File: src/rtl/tsn_str_pkg.sv
// tsn_str_pkg: shared TSN stream types, width defaults and TKEEP helpers.
package tsn_str_pkg;
  localparam int TSN_DATA_W    = 32;
  localparam int TSN_KEEP_W    = TSN_DATA_W / 8;
  localparam int TSN_MAX_BEATS = 1024;
  localparam int TSN_CNT_W     = 11;
  localparam int TSN_BCNT_W    = $clog2(TSN_KEEP_W + 1);
  typedef enum logic [1:0] {ST_IDLE, ST_XFER, ST_FLUSH} arb_state_t;
  function automatic logic [TSN_BCNT_W-1:0] keep_bytes(input logic [TSN_KEEP_W-1:0] keep);
    return TSN_BCNT_W'($countones(keep));
  endfunction
endpackage

File: src/rtl/tsn_str_pkt_arbiter_rr_arb2.sv
// rr_arb2: combinational 2-requester round-robin picker.
module rr_arb2
  import tsn_str_pkg::*;
(
  input  logic [1:0] req,
  input  logic       last_grant,
  output logic       grant,
  output logic       gnt_vld
);
  assign grant   = &req ? ~last_grant : req[1];
  assign gnt_vld = |req;
endmodule

File: src/rtl/tsn_str_pkt_arbiter.sv
// tsn_str_pkt_arbiter: packet-level 2:1 AXI4-Stream arbiter with a beat watchdog
// that forces TLAST at MAX_BEATS and flushes the remainder of the offending packet.
module tsn_str_pkt_arbiter
  import tsn_str_pkg::*;
#(
  parameter int DATA_W    = TSN_DATA_W,
  parameter int KEEP_W    = TSN_KEEP_W,
  parameter int MAX_BEATS = TSN_MAX_BEATS,
  parameter int CNT_W     = TSN_CNT_W
) (
  input  logic              CLK,
  input  logic              RSTN,
  input  logic [DATA_W-1:0] S0_TDATA,
  input  logic [KEEP_W-1:0] S0_TKEEP,
  input  logic              S0_TLAST,
  input  logic              S0_TUSER,
  input  logic              S0_TVALID,
  output logic              S0_TREADY,
  input  logic [DATA_W-1:0] S1_TDATA,
  input  logic [KEEP_W-1:0] S1_TKEEP,
  input  logic              S1_TLAST,
  input  logic              S1_TUSER,
  input  logic              S1_TVALID,
  output logic              S1_TREADY,
  output logic [DATA_W-1:0] M_TDATA,
  output logic [KEEP_W-1:0] M_TKEEP,
  output logic              M_TLAST,
  output logic              M_TUSER,
  output logic              M_TVALID,
  input  logic              M_TREADY,
  output logic              GRANT_ID,
  output logic              GRANT_VLD,
  output logic              TRUNC_ERR
);
  localparam logic [CNT_W-1:0] WD_CNT = CNT_W'(MAX_BEATS - 1);
  arb_state_t        state;
  logic              gnt, last_grant, pick, pick_vld;
  logic [CNT_W-1:0]  beat_cnt;
  logic [DATA_W-1:0] s_tdata;
  logic [KEEP_W-1:0] s_tkeep;
  logic              s_tlast, s_tuser, s_tvalid;
  logic              xfer, flush, wd_hit, beat, end_pkt;
  rr_arb2 u_rr (
    .req        ({S1_TVALID, S0_TVALID}),
    .last_grant (last_grant),
    .grant      (pick),
    .gnt_vld    (pick_vld)
  );
  assign xfer     = state == ST_XFER;
  assign flush    = state == ST_FLUSH;
  assign s_tdata  = gnt ? S1_TDATA  : S0_TDATA;
  assign s_tkeep  = gnt ? S1_TKEEP  : S0_TKEEP;
  assign s_tlast  = gnt ? S1_TLAST  : S0_TLAST;
  assign s_tuser  = gnt ? S1_TUSER  : S0_TUSER;
  assign s_tvalid = gnt ? S1_TVALID : S0_TVALID;
  assign wd_hit   = beat_cnt == WD_CNT;
  assign beat     = xfer & s_tvalid & M_TREADY;
  assign end_pkt  = s_tlast | wd_hit;
  assign M_TDATA  = xfer ? s_tdata : '0;
  assign M_TKEEP  = xfer ? s_tkeep : '0;
  assign M_TUSER  = xfer & s_tuser;
  assign M_TLAST  = xfer & end_pkt;
  assign M_TVALID = xfer & s_tvalid;
  // in FLUSH the granted source is drained unconditionally, the other stays blocked
  assign S0_TREADY = ~gnt & (xfer ? M_TREADY : flush);
  assign S1_TREADY =  gnt & (xfer ? M_TREADY : flush);
  assign GRANT_ID  = gnt;
  always_ff @(posedge CLK or negedge RSTN) begin
    if (!RSTN) begin
      state      <= ST_IDLE;
      gnt        <= 1'b0;
      last_grant <= 1'b1;
      beat_cnt   <= '0;
      GRANT_VLD  <= 1'b0;
      TRUNC_ERR  <= 1'b0;
    end else begin
      TRUNC_ERR <= 1'b0;
      unique case (state)
        ST_IDLE: if (pick_vld) begin
          gnt       <= pick;
          state     <= ST_XFER;
          GRANT_VLD <= 1'b1;
        end
        ST_XFER: if (beat) begin
          beat_cnt <= end_pkt ? '0 : beat_cnt + 1'b1;
          if (end_pkt) begin
            last_grant <= gnt;
            GRANT_VLD  <= 1'b0;
            TRUNC_ERR  <= ~s_tlast;
            state      <= s_tlast ? ST_IDLE : ST_FLUSH;
          end
        end
        ST_FLUSH: if (s_tvalid && s_tlast) state <= ST_IDLE;
        default: state <= ST_IDLE;
      endcase
    end
  end
endmodule

File: config.mk
export PLATFORM = sky130hd
export DESIGN_NAME = tsn_str_pkt_arbiter
export DESIGN_NICKNAME = d
export VERILOG_FILES = /design/src/rtl/tsn_str_pkg.sv /design/src/rtl/tsn_str_pkt_arbiter_rr_arb2.sv /design/src/rtl/tsn_str_pkt_arbiter.sv
export SDC_FILE = /design/constraint.sdc
export NUM_CORES = 1
export LEC_CHECK = 0
export ABC_AREA = 1
export BUFFER_PORTS_ARGS = -buffer_cell sky130_fd_sc_hd__buf_2
export CAP_MARGIN = 20
export CELL_PAD_IN_SITES_DETAIL_PLACEMENT = 2
export CELL_PAD_IN_SITES_GLOBAL_PLACEMENT = 2
export CORE_MARGIN = 5
export CORE_UTILIZATION = 17
export CTS_CLUSTER_DIAMETER = 60
export DETAILED_ROUTE_END_ITERATION = 12
export PLACE_DENSITY = 0.86
export SLEW_MARGIN = 30
export SYNTH_ARGS = -nofsm -noshare
export SYNTH_HDL_FRONTEND = slang
export SYNTH_SLANG_ARGS = --single-unit
File: constraint.sdc
create_clock -name CLK -period 1.6 [get_ports CLK]
set_input_delay 0.16 -clock CLK [delete_from_list [all_inputs] [get_ports CLK]]
set_output_delay 0.16 -clock CLK [all_outputs]
set_load 0.01 [all_outputs]
# Yosys cells after proc, flatten, opt, wreduce, memory -nomap -nowiden
# Cells that the tools add are included.
[totals] ff_bits=17 latch_bits=0 ram_bits=0 rom_bits=0 in_bits=81 out_inout_bits=44 elab_cells=57 memories=0
[classes] n_addsub=1 n_mul=0 div=0 magnitude_cmp=0 eq_ne=7 shift=0 n_mux=23 bitwise_logic=10 reduce_logical=10
[ops] op="32-bit two-way mux" count=2
[ops] op="11-bit by 1-bit adder with 11-bit output (second input constant)" count=1
[ops] op="11-bit by 10-bit equality test with 1-bit output (second input constant)" count=1
[ops] op="1-bit two-way mux" count=11
[ops] op="11-bit two-way mux" count=1
[ops] op="2-bit two-way mux" count=5
[ops] op="4-bit two-way mux" count=2
[ops] op="4-bit AND reduction" count=2
[ops] op="1-bit bitwise AND" count=6
[ops] op="2-bit by 1-bit != test with 1-bit output (second input constant)" count=3
[ops] op="2-bit case mux with 3 select lines" count=1
[ops] op="2-bit AND reduction" count=3
[ops] op="1-bit inverter" count=3
[ops] op="3-bit AND reduction" count=1
[ops] op="2-bit by 1-bit equality test with 1-bit output (second input constant)" count=1
[ops] op="2-bit equality test (second input constant)" count=1
[ops] op="2-bit logical NOT" count=1
[ops] op="2-bit != test (second input constant)" count=1
[ops] op="1-bit case mux with 2 select lines" count=1
[ops] op="2-bit nonzero test" count=1
[ops] op="2-bit OR reduction" count=1
[ops] op="1-bit logical AND" count=1
[ops] op="1-bit bitwise OR" count=1

# Longest topological paths before layout
# Gate-level depths: netlist of the first run.
[logic_depth] word_depth=5 mapped_depth=8 ltp_nobuf=8

# Cells and area by module
# From an unflattened synthesis of the first run, not the netlist that was laid out.
[unflattened] cells_unflattened=264 area_unflattened_um2=1544.0
[by_module_without_submodules] mod="tsn_str_pkt_arbiter" n_inst=1 cells_per_inst=261 area_each_um2=1529.0 seq_area_each_um2=426.7
[by_module_without_submodules] mod="rr_arb2" n_inst=1 cells_per_inst=3 area_each_um2=15.0 seq_area_each_um2=0.0

# Worst setup path after synthesis of the first run
# Ideal clock, no wire load.
[synth_timing] path_kind="register to output" from="reg gnt (netlist: GRANT_ID)" to="out M_TDATA[10]" arrival_ns=1.128 required_ns=1.440 path_slack_ns=0.312 path_stages_with_launch=5 path_buffers=2 path_cell_list="dfrtp_1 buf_2 buf_2 nand2_1 a21oi_1"
[synth_between] elab_chain_len=2
[synth_lines] element="from (decl)" line_no="tsn_str_pkt_arbiter.sv:37" text="logic gnt, last_grant, pick, pick_vld;"
[synth_lines] element="from (signal assigned)" line_no="tsn_str_pkt_arbiter.sv:80" text="gnt <= pick;"
[synth_lines] element="32-bit two-way mux" line_no="tsn_str_pkt_arbiter.sv:51" text="assign s_tdata = gnt ? S1_TDATA : S0_TDATA;"
[synth_lines] element="32-bit two-way mux" line_no="tsn_str_pkt_arbiter.sv:59" text="assign M_TDATA = xfer ? s_tdata : '0;"
[synth_lines] element="to (decl)" line_no="tsn_str_pkt_arbiter.sv:25" text="output logic [DATA_W-1:0] M_TDATA,"
# Every way passes these cells.

# Worst setup path after layout of the first run
[layout_timing] from="reg beat_cnt[1]" to="out M_TLAST"
[layout_between] elab_chain_len=3
[layout_lines] element="from (decl)" line_no="tsn_str_pkt_arbiter.sv:38" text="logic [CNT_W-1:0] beat_cnt;"
[layout_lines] element="from (signal assigned)" line_no="tsn_str_pkt_arbiter.sv:85" text="beat_cnt <= end_pkt ? '0 : beat_cnt + 1'b1;"
[layout_lines] element="11-bit by 10-bit equality test with 1-bit output" line_no="tsn_str_pkt_arbiter.sv:56" text="assign wd_hit = beat_cnt == WD_CNT;"
[layout_lines] element="1-bit bitwise OR" line_no="tsn_str_pkt_arbiter.sv:58" text="assign end_pkt = s_tlast | wd_hit;"
[layout_lines] element="1-bit bitwise AND" line_no="tsn_str_pkt_arbiter.sv:62" text="assign M_TLAST = xfer & end_pkt;"
[layout_lines] element="to (decl)" line_no="tsn_str_pkt_arbiter.sv:27" text="output logic M_TLAST,"
# Every way passes these cells.

==> results of run 1 <==
-- logic make-up after synthesis --
group                      synth area share [%]
xor gates and xnor gates                   1.17
adders and majority gates                 0.834
DFF                                        28.4
and+or+nand+nor                            43.4
buffers and inverters                      8.67
AOI/OAI and AO/OA                          17.5
-- path summary, 6_finish.rpt --
kind / start / endpoint / slack, ps / depth (start not counted)
min in group asynchronous: RSTN / beat_cnt[10] / 370 / 2
max in group asynchronous: RSTN / last_grant / 900 / 2
worst max register to register: beat_cnt[1] / beat_cnt[8] / 90 / 9
worst max-delay path: beat_cnt[1] / M_TLAST / 5 / 8
worst min register to register: last_grant / last_grant / 480 / 2
worst min-delay path: S1_TLAST / TRUNC_ERR / 230 / 4
-- state kept, by name, summed over array words and instances (netlist names) --
register and flops:
beat_cnt 11, TRUNC_ERR 1, GRANT_VLD 1, state 2, last_grant 1, GRANT_ID 1
-- synth_stat cells (all sizes together) --
| library cell | count | area [sq um] |
|---|---|---|
| o21bai | 1 | 7.51 |
| nand4 | 5 | 31.3 |
| nand2 | 111 | 439 |
| a21oi | 44 | 220 |
| dfrtp | 16 | 400 |
| nor3 | 3 | 15.0 |
| xnor2 | 2 | 17.5 |
| clkbuf | 5 | 18.8 |
| buf | 7 | 30.0 |
| o21ai | 7 | 35.0 |
| nor2 | 23 | 115 |
| ha | 1 | 12.5 |
| nand3 | 10 | 50.1 |
| dfstp | 1 | 26.3 |
| inv | 21 | 81.3 |
-- where the power goes --
group          switching, uW  total (uW)  internal (uW)
logic                   1770        3050           1280
registers               93.7         639            545
clock network            161         338            177
total                   2030        4030           2000
-- what timing repair did --
item | CTS | global route
hold endpoints to repair | 16 | 0
gates cloned | 0 | 3
hold buffers | 1 | 0
resized for setup | 11 | 17
buffers inserted | 4 | 14
pin swaps | 1 | 7
setup endpoints to repair | 32 | 33
-- routing by layer --
metal | up-vias | wire length (um) | GRT usage [%]
met4 | 0 | 70 | 1.30
li1 | 1112 | - | -
met3 | 9 | 402 | 2.79
met1 | 1102 | 3140 | 14.9
met5 | - | 0 | 0
met2 | 74 | 4410 | 24.1
-- area by class of cell --
cell class                 instances  area (sq um)  share of cell area, %
inverter                          21          88.8                   3.40
clock buffer                       4          45.0                   1.72
timing repair buffer             154           922                   35.3
multi-input combinational        207           995                   38.1
sequential                        17           428                   16.4
tap                              108           135                   5.17
-- worst register-to-register path, stage by stage, from the launching register on --
cell and delay [ps]:
sky130_fd_sc_hd__dfrtp_1 400, sky130_fd_sc_hd__ha_2 200, sky130_fd_sc_hd__inv_2 80, sky130_fd_sc_hd__nor2_4 50, sky130_fd_sc_hd__buf_4 130, sky130_fd_sc_hd__buf_4 120, sky130_fd_sc_hd__inv_1 130, sky130_fd_sc_hd__nor2_8 80
sky130_fd_sc_hd__a21oi_1 160, sky130_fd_sc_hd__nor2_1 70
-- per-stage QoR --
stage	utilization [%]	TNS (ps)
6_report	30.1	0
5_1_grt	30.1	-209
4_1_cts	27.6	0
3_5_place_dp	26.1	0
3_3_place_gp	26.1	0
2_1_floorplan	-	0
==> impl_summary.txt, run 1 <==
----------------------------------------------------
[Status]
  Run status ... finished clean

[Synthesis]
  Synth Register Bits ... 17
  Total number of yosys warnings ... 0
  Count of distinct cell types in the synthesized netlist ... 24
  Synthesized netlist net count ... between 300 and 400
  Syn Area/Cell ... 5.84 sq um
  Sequential cell area fraction in the yosys report ... 28.4%
  Synthesized area ... ~1500 sq um
  Number of cells produced by synthesis ... around 260

[Cells and area]
  Diodes inserted ... 0
  Number of fill cells in the layout ... about 1.1k
  Number of standard cells in the final layout excluding fillers ... 511
  Most common cell after layout, fill and taps aside ... sky130_fd_sc_hd__buf_2
  Fraction of final layout cells sized beyond drive strength 1 ... a little under half
  Layout area overhead ... 74.2%
  Nets@finish ... just under 500
  Most frequent cells in the layout ... sky130_fd_sc_hd__buf_2, sky130_fd_sc_hd__nand2_1, sky130_fd_sc_hd__a21oi_1, sky130_fd_sc_hd__buf_4, sky130_fd_sc_hd__nor2_1
  Finished layout cell area ... about 2600 sq um

[STA]
  Final-report setup violation count ... 0
  Setup repair after global routing missed its margin ... true
  Final worst path period share ... 99.7%
  Hold violation count in the final report ... 0
  Max Slew Vio Count ... 0
  Highest achievable clock rate ... roughly 630 MHz
  Final Worst Setup Slack ... between 5 and 6 ps
  Final min period ... between 1500 and 2000 ps
  Max_slew headroom ... a little under three quarters
  Fin Hold WS ... ~230 ps
  Tightest Pin Transition ... 431 ps
  Final setup skew ... around 1.5 ps

[Drt]
  Via count of the routed design ... 2,297
  Wirelength, routed ... between 8000 and 9000 um
  Post-detailed-route count of antenna-violating nets ... 0
  DRC Markers ... 0
  Via density per instance ... 4.50
  Violation count after the first detailed-routing iteration ... 50
  Routed WL per cell ... 15.7 um
  First-pass detailed-route iteration total ... 4

[Worst setup path]
  Arrival time at the worst endpoint ... 1430 ps
  Required time of the critical path ... ~1400 ps
  CP max FO ... 4
  Worst setup path class ... reg2out
  CP max stage cell ... sky130_fd_sc_hd__dfrtp_1
  Cell family with most CP delay ... flip-flops
  Type of destination of the critical path ... primary output
  CP peak stage delay ... between 300 and 400 ps
  Worst path bufs/invs ... 3
  Cell Chain, Critical Path ... ha_2 -> inv_2 -> nor2_4 -> nand3_4 -> nand2_4 -> inv_4 -> nor2_1 -> buf_2
  Type of origin of the critical path ... register

[Global routing]
  Via count of the first global-routing pass ... between 2k and 2.5k
  Residual overflow from global routing ... 0
  GRT Total Usage ... about an eighth
  Pin count of the biggest net entering global routing ... 33
  Global-route wire length before repair ... around 12,000 um
  Antenna violations before repair ... 0

[CTS]
  Number of H-tree branching levels ... 1
  Clock tree from TritonCTS ... yes
  Later-pin clock latency in the skew report ... around 260 ps
  Clock tree sinks ... 17
  Maximum buffer depth of the clock tree ... 2
  Clock buffer count from CTS ... 3
  Clock tree root driver cell ... sky130_fd_sc_hd__clkbuf_8
  Post-CTS clock slew at the launch and capture registers of the worst setup and hold paths ... 70 ps

[Die]
  Count of standard-cell rows ... 34
  Chip Width ... a little over 100 um
  Floorplan core area ... 8680 sq um
  Initial core utilization ... between 10% and 20%
  IO Pins ... around 130
  Total Die Area ... approximately 11,000 sq um
  Die Ht ... between 100 and 150 um

[Pwr]
  Total power ... between 4000 and 5000 uW
  Peak ir drop on the vdd network ... ~430 uV
  Static Leakage ... ~0.0015 uW
  Areal power density over the cells ... 1540 nW/um^2

[Place]
  Final HPWL DP ... around 6000 um
  Dpl cell area ... approximately 2300 sq um
  Place WS ... roughly 130 ps
  Gp weighted congestion ... a little under 0.8
  Number of cells in the design after placement ... 485
  Buffers on Ports ... between 100 and 150

[Hold path]
  Worst min path class ... in2reg

[Flow run]
  Max capacitance violation total ... 0

----------------------------------------------------
Note: power is estimated with default switching activity, not from simulation.
==> run 2: changes to the inputs <==
- CORE_ASPECT_RATIO: default -> 0.7
==> impl_summary.txt, run 2 (synthesis gave the netlist of run 1 again) <==
----------------------------------------------------
[Worst setup path]
  Cell Chain, Critical Path ... buf_4 -> nand2_1 -> nand2_2 -> inv_2 -> nand2_2 -> inv_2 -> nor2_1 -> buf_2
  Type of origin of the critical path ... register
  CP max FO ... 4
  CP max stage cell ... sky130_fd_sc_hd__dfrtp_2
  Required time of the critical path ... 1440 ps
  Worst path bufs/invs ... 4
  Arrival time at the worst endpoint ... between 1000 and 1500 ps
  Cell family with most CP delay ... flip-flops
  CP peak stage delay ... approximately 470 ps
  Worst setup path class ... reg2out
  Type of destination of the critical path ... primary output

[Pwr]
  Areal power density over the cells ... roughly 1600 nW/um^2
  Switching power share of the total ... roughly half
  Int Pwr ... between 2000 and 2500 uW
  Static Leakage ... roughly 0.0014 uW
  Combinational fraction of design power ... approximately 73%
  Net Switching ... around 2100 uW
  Portion of total power attributed to sequential cells ... between 10% and 20%
  Clock share of power ... around an eighth
  Peak ir drop on the vdd network ... approximately 360 uV

[STA]
  Tightest Pin Transition ... about 400 ps
  Final min period ... 1590 ps
  Setup repair after global routing missed its margin ... true
  Max_slew headroom ... 73.3%
  Max Slew Vio Count ... 0
  Final-report setup violation count ... 0
  Final Worst Setup Slack ... approximately 11 ps
  Setup TNS after final layout ... 0 ps
  Highest achievable clock rate ... around 630 MHz
  Hold violation count in the final report ... 0
  Final worst path period share ... ~100%
  Final setup skew ... 2.07 ps

[Die]
  Die Ht ... between 80 and 90 um
  Floorplan core area ... 8510 sq um
  Chip Width ... between 100 and 150 um
  IO Pins ... about 130
  Count of standard-cell rows ... 28
  Total Die Area ... 10,800 sq um
  Initial core utilization ... between 10% and 20%

[Global routing]
  Met3 usage ... 2.88%
  Antenna violations before repair ... 0
  Met2 track utilization from global routing ... between 20 and 30%
  Global-route track usage on met1 ... around 17%
  Global-route wire length before repair ... ~13,000 um
  Pin count of the biggest net entering global routing ... 32
  GRT Total Usage ... between 10 and 15%
  Via count of the first global-routing pass ... ~2.6k
  Most utilized layer in the global route result ... met2
  Residual overflow from global routing ... 0

[Drt]
  Via density per instance ... 4.39
  Wirelength, routed ... 8550 um
  Routed WL per cell ... 16.7 um
  First-pass detailed-route iteration total ... 4
  Post-detailed-route count of antenna-violating nets ... 0
  Via count of the routed design ... 2,245
  DRC Markers ... 0
  Violation count after the first detailed-routing iteration ... 70

[CTS]
  Clock tree root driver cell ... sky130_fd_sc_hd__clkbuf_16
  Clock buffer count from CTS ... 3
  Number of H-tree branching levels ... 1
  Clock tree sinks ... 17
  Later-pin clock latency in the skew report ... roughly 250 ps
  Maximum buffer depth of the clock tree ... 2
  Clock tree from TritonCTS ... yes
  Post-CTS clock slew at the launch and capture registers of the worst setup and hold paths ... about 50 ps

[Place]
  Buffers on Ports ... about 120
  Number of cells in the design after placement ... approximately 500
  Gp weighted congestion ... ~0.82
  Place WS ... 31.2 ps
  Final HPWL DP ... 6190 um
  Dpl cell area ... 2260 sq um

[Cells and area]
  Area of the multi-input gates ... about 1000 sq um
  Nets@finish ... ~470
  Number of fill cells in the layout ... roughly 1.1k
  Register cell area after layout ... between 400 and 500 sq um
  Flip-flop count of the largest register after layout ... 11
  Largest registers ... beat_cnt x11, state x2
  Number of standard cells in the final layout excluding fillers ... between 500 and 600
  Fraction of final layout cells sized beyond drive strength 1 ... between 40% and 50%
  Layout area overhead ... 72.5%
  Most common cell after layout, fill and taps aside ... sky130_fd_sc_hd__buf_2
  Largest Register ... beat_cnt
  Most frequent cells in the layout ... sky130_fd_sc_hd__buf_2, sky130_fd_sc_hd__nand2_1, sky130_fd_sc_hd__a21oi_1, sky130_fd_sc_hd__nor2_1, sky130_fd_sc_hd__inv_1
  Diodes inserted ... 0
  Finished layout cell area ... around 2600 sq um

[Status]
  Run status ... finished clean

[Hold path]
  Worst min path class ... in2reg

[Flow run]
  Max capacitance violation total ... 0

----------------------------------------------------
run 2: cell type report:
class                           instances  share of cell area, %
Clock buffer                            4                   3.05
Timing Repair Buffer                  142                   32.6
Multi-Input combinational cell        207                   38.6
Sequential cell                        17                   16.6
Tap cell                              120                   5.80
Inverter                               21                   3.34
run 2: power by group through the flow:
stage,clock (uW),sequential (uW),combinational (uW)
6_report,503,656,3100
5_1_grt,539,669,3420
3_5_place_dp,0,647,2560
3_3_place_gp,0,642,2450
2_1_floorplan,0,634,1490
4_1_cts,519,640,3000
run 2: final timing paths:
| check | start | endpoint | slack [ps] | depth (start not counted) |
|---|---|---|---|---|
| max in group asynchronous | RSTN | last_grant | 910 | 2 |
| worst max register to register | GRANT_ID | beat_cnt[10] | 110 | 9 |
| worst min-delay path | S0_TLAST | TRUNC_ERR | 270 | 4 |
| worst max-delay path | GRANT_ID | M_TLAST | 10 | 8 |
| worst min register to register | last_grant | last_grant | 480 | 2 |
| min in group asynchronous | RSTN | beat_cnt[7] | 370 | 2 |
run 2: stage by stage:
| stage | utilization [%] | hold WS, ps | power (uW) |
|---|---|---|---|
| after global routing | 30.4 | 277 | 4630 |
| after floorplan | - | -136 | 2120 |
| after detailed placement | 26.6 | 113 | 3210 |
| after CTS | 29.5 | 255 | 4160 |
| after global placement | 26.6 | 110 | 3090 |
| final | 30.4 | 270 | 4260 |
run 2: what timing repair did:
| action | CTS | global route |
|---|---|---|
| gates resized for setup | 11 | 17 |
| endpoints found under the hold margin | 16 | 0 |
| pin swaps | 5 | 2 |
| setup buffers | 8 | 3 |
| setup endpoints to repair | 39 | 38 |
| cloned | 2 | 0 |
| hold buffers | 1 | 0 |
run 2: per-layer routing:
metal  routed length, um  vias to the layer above
li1                    -                     1089
met1                3380                     1083
met2                4660                       66
met3                 476                        7
met4                  44                        0
met5                   0                        -
run 2: worst min-delay path, delay by kind of cell:
family,cells,cell delay (ps)
AND/OR/NAND/NOR,3,240
buffers and inverters,1,80
==> run 3: changes to the inputs <==
- CAP_MARGIN: 20 -> default
- RECOVER_POWER: default -> 50
==> impl_summary.txt, run 3 (synthesis gave the netlist of run 1 again) <==
----------------------------------------------------
[Status]
  Run status ... finished clean

[STA]
  Max Slew Vio Count ... 0
  Setup repair after global routing missed its margin ... true
  Final worst path period share ... between 90 and 100%
  Tightest Pin Transition ... 964 ps
  Final-report setup violation count ... 0
  Hold violation count in the final report ... 0
  Setup TNS after final layout ... 0 ps
  Highest achievable clock rate ... around 630 MHz
  Final setup skew ... between 2 and 2.5 ps
  Max_slew headroom ... a little over a third
  Final min period ... between 1500 and 2000 ps

[Global routing]
  Via count of the first global-routing pass ... 2,562
  Global-route wire length before repair ... between 10,000 and 15,000 um
  GRT Total Usage ... between 10% and 20%
  Residual overflow from global routing ... 0
  Antenna violations before repair ... 0
  Pin count of the biggest net entering global routing ... 32

[Die]
  Total Die Area ... about 11,000 sq um
  Floorplan core area ... around 8500 sq um
  Chip Width ... 122 um
  IO Pins ... around 130
  Die Ht ... 88.6 um
  Count of standard-cell rows ... 28
  Initial core utilization ... 17.6%

[Pwr]
  Peak ir drop on the vdd network ... between 300 and 400 uV
  Int Pwr ... about 2100 uW
  Combinational fraction of design power ... slightly above 70%
  Portion of total power attributed to sequential cells ... between 15 and 20%
  Static Leakage ... about 0.0014 uW
  Areal power density over the cells ... 1650 nW/um^2
  Clock share of power ... around an eighth
  Switching power share of the total ... 49.8%
  Net Switching ... roughly 2100 uW

[Drt]
  Post-detailed-route count of antenna-violating nets ... 0
  Via count of the routed design ... 2,245
  Violation count after the first detailed-routing iteration ... 70
  Wirelength, routed ... about 8600 um
  First-pass detailed-route iteration total ... 4
  Routed WL per cell ... 16.7 um
  DRC Markers ... 0
  Via density per instance ... between 4 and 5

[Cells and area]
  Flip-flop count of the largest register after layout ... 11
  Layout area overhead ... 72.2%
  Nets@finish ... between 400 and 500
  Number of standard cells in the final layout excluding fillers ... slightly above 500
  Number of fill cells in the layout ... 1,055
  Fraction of final layout cells sized beyond drive strength 1 ... between 40% and 50%
  Most frequent cells in the layout ... sky130_fd_sc_hd__buf_2, sky130_fd_sc_hd__nand2_1, sky130_fd_sc_hd__a21oi_1, sky130_fd_sc_hd__nor2_1, sky130_fd_sc_hd__inv_1
  Diodes inserted ... 0
  Area of the multi-input gates ... approximately 1000 sq um
  Largest Register ... beat_cnt
  Largest registers ... beat_cnt x11, state x2
  Register cell area after layout ... between 400 and 500 sq um
  Most common cell after layout, fill and taps aside ... sky130_fd_sc_hd__buf_2

[CTS]
  Clock tree sinks ... 17
  Clock buffer count from CTS ... 3
  Clock tree root driver cell ... sky130_fd_sc_hd__clkbuf_16
  Maximum buffer depth of the clock tree ... 2
  Clock tree from TritonCTS ... yes
  Later-pin clock latency in the skew report ... roughly 250 ps
  Number of H-tree branching levels ... 1
  Post-CTS clock slew at the launch and capture registers of the worst setup and hold paths ... 50 ps

[Worst setup path]
  Type of destination of the critical path ... primary output
  Required time of the critical path ... roughly 1400 ps
  Worst setup path class ... reg2out
  Arrival time at the worst endpoint ... 1430 ps
  Type of origin of the critical path ... register
  CP max FO ... 4

[Hold path]
  Worst min path class ... in2reg

[Flow run]
  Max capacitance violation total ... 0

[Place]
  Gp weighted congestion ... 0.822
  Number of cells in the design after placement ... about 490
  Buffers on Ports ... about 120
  Final HPWL DP ... around 6200 um

----------------------------------------------------
-- run 3: cell count changes in the layout (fill, tap and decap cells not counted), sizes merged --
| cell | change |
|---|---|
| clkbuf | +3 |
| buf | -3 |
-- run 3: metal layers --
layer | GRT usage (%) | vias up | wire (um)
met2 | 28.9 | 66 | 4660
met5 | 0 | - | 0
met4 | 3.05 | 0 | 44
met1 | 17.1 | 1083 | 3380
met3 | 2.88 | 7 | 476
li1 | - | 1089 | -
-- run 3: metrics by stage --
stage / instance area (sq um) / utilization (%) / setup WS (ps) / total power, uW / hold slack, ps
after CTS: 2510 / 29.5 / -1.18 / 4160 / 255
final: 2580 / 30.3 / 10.9 / 4250 / 270
after global placement: 2260 / 26.6 / 196 / 3090 / 110
after global routing: 2580 / 30.3 / -76.8 / 4630 / 277
after floorplan: 1500 / - / 312 / 2120 / -136
after detailed placement: 2260 / 26.6 / 31.2 / 3210 / 113
-- run 3: repair_timing --
action                                  CTS  global route
cloned                                    2             0
endpoints found under the setup margin   39            38
resized for setup                        11            17
endpoints found under the hold margin    16             0
buffers inserted                          8             3
pin swaps                                 5             2
hold buffers                              1             0
-- run 3: critical path, cell delays in order (launching register included) --
cell and delay, ps:
sky130_fd_sc_hd__dfrtp_2 470, sky130_fd_sc_hd__buf_4 150, sky130_fd_sc_hd__nand2_1 80, sky130_fd_sc_hd__nand2_2 100
sky130_fd_sc_hd__inv_2 80, sky130_fd_sc_hd__nand2_2 60, sky130_fd_sc_hd__inv_2 70, sky130_fd_sc_hd__nor2_1 40
sky130_fd_sc_hd__buf_2 130
-- run 3: cell type report --
cell class	count	share of cell area [%]
clock buffers	4	3.05
inverters	21	3.34
multi-input cells	207	38.7
flip-flops and latches	17	16.6
well taps	120	5.81
repair buffers	142	32.5
-- run 3: power groups by stage --
stage          Clock (uW)  Combinational (uW)  Sequential, uW
6_report              503                3090             656
5_1_grt               539                3420             669
4_1_cts               519                3000             640
3_5_place_dp            0                2560             647
3_3_place_gp            0                2450             642
2_1_floorplan           0                1490             634
-- run 3: path summary, 6_finish.rpt --
path | startpoint | to | slack, ps | cells past startpoint
hold reg to reg | last_grant | last_grant | 480 | 2
setup reg to reg | GRANT_ID | beat_cnt[10] | 110 | 9
max in group asynchronous | RSTN | beat_cnt[8] | 370 | 2
setup / recovery | GRANT_ID | M_TLAST | 10 | 8
min in group asynchronous | RSTN | beat_cnt[7] | 580 | 2
hold / removal | S0_TLAST | TRUNC_ERR | 270 | 4
